$ cat src/rtl/riscv_pkg.sv
// Shared RISC-V core constants: PC width, instruction width and canonical NOP.
// Pure definitions; no logic, no latency, no flow control.
package riscv_pkg;

  localparam int          XLEN      = 64;
  localparam int          ILEN      = 32;
  localparam logic [31:0] NOP_INSTR = 32'h00000013;  // addi x0, x0, 0

endpackage

$ cat src/rtl/fetch_queue.sv
// Fetch->decode FWFT queue; 1-cycle enq->deq latency, 0 with FETCH_QUEUE_BYPASS_EN on an empty queue.
// Backpressure: enq_ready drops only when full; flush empties the queue and blocks dequeue that cycle.
module fetch_queue
  import riscv_pkg::*;
#(
  parameter int DEPTH = 4,
  parameter int XLEN  = riscv_pkg::XLEN
) (
  input  logic                     clk,
  input  logic                     reset,
  input  logic                     enq_valid,
  input  logic [XLEN-1:0]          enq_pc,
  input  logic [ILEN-1:0]          enq_instr,
  output logic                     enq_ready,
  output logic                     deq_valid,
  output logic [XLEN-1:0]          deq_pc,
  output logic [ILEN-1:0]          deq_instr,
  input  logic                     deq_ready,
  input  logic                     flush,
  output logic [$clog2(DEPTH):0]   count
);

  localparam int PW = $clog2(DEPTH);
  localparam int CW = PW + 1;

  logic [XLEN-1:0] pc_mem    [DEPTH];
  logic [ILEN-1:0] instr_mem [DEPTH];

  logic [PW-1:0] rd_ptr;
  logic [PW-1:0] wr_ptr;
  logic [CW-1:0] count_q;

  logic empty;
  logic bypass;
  logic do_enq;
  logic do_deq;

  assign empty     = (count_q == '0);
  assign enq_ready = (count_q != CW'(DEPTH));
  assign count     = count_q;

`ifdef FETCH_QUEUE_BYPASS_EN
  // An empty queue hands the word straight to decode without storing it.
  assign bypass = empty && enq_valid && deq_ready && !flush;
`else
  assign bypass = 1'b0;
`endif

  always_comb begin
    deq_valid = !empty && !flush;
    deq_pc    = '0;
    deq_instr = NOP_INSTR;
    if (bypass) begin
      deq_valid = 1'b1;
      deq_pc    = enq_pc;
      deq_instr = enq_instr;
    end else if (deq_valid) begin
      deq_pc    = pc_mem[rd_ptr];
      deq_instr = instr_mem[rd_ptr];
    end
  end

  assign do_enq = enq_valid && enq_ready && !flush && !bypass;
  assign do_deq = deq_valid && deq_ready && !bypass;

  // Storage is left uninitialised; the pointers alone define what is live.
  always_ff @(posedge clk) begin
    if (do_enq) begin
      pc_mem[wr_ptr]    <= enq_pc;
      instr_mem[wr_ptr] <= enq_instr;
    end
  end

  always_ff @(posedge clk or negedge reset) begin
    if (!reset) begin
      rd_ptr  <= '0;
      wr_ptr  <= '0;
      count_q <= '0;
    end else if (flush) begin
      rd_ptr  <= '0;
      wr_ptr  <= '0;
      count_q <= '0;
    end else begin
      if (do_enq) wr_ptr <= wr_ptr + 1'b1;
      if (do_deq) rd_ptr <= rd_ptr + 1'b1;
      case ({do_enq, do_deq})
        2'b10:   count_q <= count_q + 1'b1;
        2'b01:   count_q <= count_q - 1'b1;
        default: count_q <= count_q;
      endcase
    end
  end

endmodule

$ cat config.mk
export PLATFORM = sky130hd
export DESIGN_NAME = fetch_queue
export DESIGN_NICKNAME = d
export VERILOG_FILES = /design/src/rtl/riscv_pkg.sv /design/src/rtl/fetch_queue.sv
export SDC_FILE = /design/constraint.sdc
export NUM_CORES = 1
export LEC_CHECK = 0
export CAP_MARGIN = 5
export CORE_UTILIZATION = 55
export DETAILED_ROUTE_END_ITERATION = 8
export PLACE_DENSITY = 0.82
export SYNTH_ARGS = -nofsm -noshare
export SYNTH_HDL_FRONTEND = slang
export SYNTH_SLANG_ARGS = --single-unit
export TNS_END_PERCENT = 20
$ cat constraint.sdc
create_clock -name clk -period 10.2 [get_ports clk]
set_input_delay 3.06 -clock clk [delete_from_list [all_inputs] [get_ports clk]]
set_output_delay 3.06 -clock clk [all_outputs]
set_load 0.005 [all_outputs]
# After elaboration in Yosys (flattened, before gate mapping)
# Memories as Yosys holds them, arrays and structs flattened.
# Cells that the tools add are included.
[word_totals] ff_bits=7 ramBits=384 input_bits=101 output_inout_bits=101 elab_cells=32 n_memories=2
[op_classes] add_sub_neg=4 n_eq_ne=3 mux=10 reduce_logical=10
[memory_table] memory="pc_mem" depth=4 width=64 rd=1 rd_ports_with_merged_regs=0 write_ports=1 line="fetch_queue.sv:26" text="logic [XLEN-1:0] pc_mem [DEPTH];"
[memory_table] memory="instr_mem" depth=4 width=32 rd=1 rd_ports_with_merged_regs=0 write_ports=1 line="fetch_queue.sv:27" text="logic [ILEN-1:0] instr_mem [DEPTH];"
[op_table] operator="$mux 64" count=1
[op_table] operator="$mux 32" count=1
[op_table] operator="$mux 2" count=4
[op_table] operator="$pmux 3 s2" count=1
[op_table] operator="$add 2x1->2 const B" count=2
[op_table] operator="$logic_and 1x1->1" count=4
[op_table] operator="$reduce_bool 2->1" count=2
[op_table] operator="$add 3x1->3 const B" count=1
[op_table] operator="$logic_not 3->1" count=1
[op_table] operator="$mux 3" count=1
[op_table] operator="$ne 3x3->1 const B" count=1
[op_table] operator="$reduce_bool 3->1" count=1
[op_table] operator="$sub 3x1->3 const B" count=1
[op_table] operator="$eq 2x1->1 const B" count=1
[op_table] operator="$eq 2x2->1 const B" count=1
[op_table] operator="$logic_not 1->1" count=2
[op_table] operator="$mux 1" count=2

# Depth between registers and ports, before layout
# Gate-level depths: netlist of the first run.
[logic_depth] ltp_word=7 ltp_mapped=9 ltp_nobuf=8

# Worst setup path before layout of the first run
# Ideal clock, no wire load.
[synth_path] kind="input to register" start="input port enq_valid" end="memory instr_mem[0][0] (enable)" setup_time_ps=688 arrival_ps=10519 required_ps=9512 setup_slack_ps=-1007 stages=3 n_path_buf=1 path_cell_list="clkbuf_1 nand2_1 nor3b_1"
[synth_via] elab_chain_len=4
[synth_lines] item="from (decl)" line="fetch_queue.sv:11" text="input logic enq_valid,"
[synth_lines] item="$logic_and 1x1->1 (2 in series)" line="fetch_queue.sv:63" text="assign do_enq = enq_valid && enq_ready && !flush && !bypass;"
[synth_lines] item="$mux 1" line="fetch_queue.sv:68" text="if (do_enq) begin"
[synth_lines] item="$mux 1 (implied by the code)" line="fetch_queue.sv:70" text="instr_mem[wr_ptr] <= enq_instr;"
[synth_lines] item="to (decl)" line="fetch_queue.sv:27"
# No other way between the ends.

# Worst setup path in the final report of the first run
[layout_path] start="input port flush" end="output port deq_pc[45]"
[layout_via] elab_chain_len=3
[layout_lines] item="from (decl)" line="fetch_queue.sv:19" text="input logic flush,"
[layout_lines] item="$logic_not 1->1" line="fetch_queue.sv:50" text="deq_valid = !empty && !flush;"
[layout_lines] item="$logic_and 1x1->1" line="fetch_queue.sv:50"
[layout_lines] item="$mux 64" line="fetch_queue.sv:57" text="end else if (deq_valid) begin"
[layout_lines] item="to (decl)" line="fetch_queue.sv:16" text="output logic [XLEN-1:0] deq_pc,"
# No other way between the ends.

==> results of run 1 <==
[flip-flops by register name, summed over array words and instances, names as in the netlist]
register and flops:
instr_mem 128, count 3, wr_ptr 2, pc_mem 256, rd_ptr 2
[cell type report]
class,count,share of cell area [%]
Timing Repair Buffer,213,11.4
Tap cell,341,2.30
Clock inverter,15,0.371
Multi-Input combinational cell,241,16.9
Antenna cell,2,0.0270
Inverter,6,0.121
Sequential cell,391,63.1
Clock buffer,49,5.69
[cells in the mapped netlist]
| cell type | number | area (µm²) |
|---|---|---|
| and3_1 | 1 | 6.26 |
| nor3b_1 | 5 | 37.5 |
| o21ai_0 | 5 | 25.0 |
| mux2_2 | 1 | 11.3 |
| nor4b_1 | 1 | 8.76 |
| o311ai_0 | 2 | 17.5 |
| nand2_1 | 3 | 11.3 |
| xor2_1 | 2 | 17.5 |
| a41oi_1 | 1 | 8.76 |
| nor2_1 | 4 | 15.0 |
| fa_1 | 1 | 20.0 |
| mux4_2 | 96 | 2160 |
| a2111oi_0 | 1 | 8.76 |
| o31ai_1 | 1 | 7.51 |
| o21a_1 | 1 | 7.51 |
| clkbuf_2 | 1 | 5.00 |
| ha_1 | 4 | 50.1 |
| o22ai_1 | 1 | 6.26 |
| or3_1 | 3 | 18.8 |
| and2_1 | 93 | 582 |
| nor3_2 | 1 | 10.0 |
| nand4b_1 | 1 | 8.76 |
| inv_1 | 6 | 22.5 |
| nand3_1 | 6 | 30.0 |
| o211a_1 | 1 | 10.0 |
| buf_2 | 14 | 70.1 |
| dfrtp_1 | 7 | 175 |
| edfxtp_1 | 384 | 11500 |
| o41ai_1 | 1 | 8.76 |
| nand2b_1 | 2 | 12.5 |
| a21oi_1 | 3 | 15.0 |
| clkbuf_1 | 19 | 71.3 |
| buf_6 | 4 | 45.0 |
[routing by layer]
metal	vias to the layer above	GRT usage, %
met2	295	32.7
met1	3671	27.3
met3	47	5.34
met4	2	5.94
met5	-	0
li1	3194	-
[path summary, 6_finish.rpt]
check | startpoint | to | slack (ns) | cells after the start
max in group asynchronous | reset | rd_ptr[1] | 7.03 | 1
worst min-delay path | wr_ptr[1] | wr_ptr[1] | 0.61 | 2
worst max-delay path | flush | deq_pc[45] | 1.51 | 5
worst max register to register | count[0] | count[2] | 7.41 | 8
min in group asynchronous | reset | wr_ptr[0] | 2.84 | 1
worst min register to register | wr_ptr[1] | wr_ptr[1] | 0.61 | 2
[through the flow]
stage / power (µW) / setup WS, ns / TNS (ns) / area (µm²)
after global routing: 3530 / 1.35 / 0 / 18600
final: 3420 / 1.51 / 0 / 18600
after global placement: 2190 / 1.67 / 0 / 17400
after detailed placement: 2200 / 1.52 / 0 / 17400
after CTS: 3460 / 1.51 / 0 / 18500
after floorplan: 2040 / -1.01 / -384.72 / 15000
[logic make-up (layout without fill, tap and decap cells)]
logic type	after synthesis	count (layout)	share of synthesized area (%)
flip-flops	391	391	77.8
AND/OR/NAND/NOR	120	120	4.93
multiplexers	97	97	14.5
buffers and inverters	44	283	1.42
AO/OA/AOI/OAI	17	17	0.766
adder cells (fa/ha/maj)	5	5	0.466
XOR/XNOR	2	2	0.117
other	0	2	0
[where the power goes]
group / leakage [µW] / internal [µW] / switching (µW) / total [µW]
logic: 0.00172 / 188 / 136 / 325
registers: 0.00358 / 1810 / 21.0 / 1830
clock network: 0.000555 / 727 / 537 / 1260
[critical path: stages]
cell and delay (ns):
clkdlybuf4s50_1 0.75, nor2_4 0.76, buf_12 0.28, and2_1 0.19, clkdlybuf4s50_1 0.53
==> flow_summary_export.csv, run 1 <==
group,metric,value,unit
die,io_pins,202,
sta,clock_skew,0.0178,ns
yosys,yosysUniqueCellTypes,33,
global_routing,overflow,0,
yosys,synth_area_per_cell,22.2,µm²
place,place_congestion,0.751,
global_routing,grt_usage,20.2,%
die,die_w,167,µm
yosys,syn_nets,782,
run_status,status,"completed",
cts,cts_hold_buf,0,
setup_path,path_class,"input pin to output pin",
drt,drt-initial-drc-count,602,
yosys,synth_cells,676,
place,dp_hpwl,16.3,mm
setup_path,critPathArrivalTime,5.63,ns
yosys,synth_seq_area_share,77.8,%
global_routing,antenna_found_initial,3,
cts,cts_buffers,39,
flow_run,maxCapViolCount,0,
drt,met3_wirelength,2.24,mm
die,die_h,167,µm
cts,path_clk_slew,0.06,ns
drt,via_per_inst,5.73,
setup_path,worst_setup_path_start_kind,"input pin",
cts,post-cts-setup-buffer-count,0,
sta,rsz0062_at_grt,"false",
drt,drt_wl_total,27.6,mm
pwr,power_density,184,mW/mm²
sta,whs,0.607,ns
cts,cts_tree,"yes",
drt,num_vias,7209,
sta,hold_viol_final,0,
place,dpl.cell_count,1192,
cts,clk_latency,0.51,ns
die,fp-row-count,60,
yosys,syn_area,0.0150,mm²
sta,worst_slew_pin_slew,0.879,ns
layout,most-common-layout-cells,"edfxtp_1 (384), clkdlybuf4s50_1 (201), mux4_2 (96)",
layout,drive_gt1_share,18.0,%
cts,ctsHtreeMaxLevel,2,
die,die-area,0.0280,mm²
drt,ant_nets,0,
layout,multi_input_area,0.00314,mm²
die,core_area,0.0269,mm²
setup_path,cp_max_fo,59,
sta,max_freq,0.115,GHz
drt,routed-wl-met2,13.6,mm
sta,period_minus_slack,8.69,ns
sta,slew_violations,0,
yosys,yosysWarnings,0,
drt,wl_met1,11.1,mm
drt,top_layer,"met5",
layout,regArea,0.0117,mm²
layout,final_common_cell,"edfxtp_1",
cts,cts_root_buf,"clkbuf_16",
pwr,power_leakage,0.00586,µW
cts,cts_resized,0,
layout,fill_cells,1673,
setup_path,end_kind,"output pin",
layout,nets,998,
place,portBuffers,201,
die,start_util,55.9,%
cts,cts_num_sinks,391,
pwr,peakVddDrop,0.130,mV
global_routing,grt_max_degree,60,
drt,dr.pass1.iters,5,
sta,period_share,85.2,%
sta,max-slew-margin-rel,41.4,%
layout,finalNonFillerCells,1258,
setup_path,worstPathRequired,7.14,ns
yosys,ys_ff_latch,391,
layout,final_util,69.0,%
sta,finalSetupViolations,0,
global_routing,grt_pass1_wl,42.8,mm
worst_hold_path,holdCritPathClass,"flop to flop",
layout,area_growth,23.4,%
global_routing,grt_pass1_vias,7538,
cts,cts.path.max_buffers,3,
drt,wl_per_cell,22.0,µm
drt,drc_errors,0,
No activity file was read; power rests on OpenSTA's default activity.
==> run 2: changes to the inputs <==
ABC_CLOCK_PERIOD_IN_PS = 10200   (was unset)
==> results of run 2 <==
Final layout, timing and power as in run 1 (identical DEF).
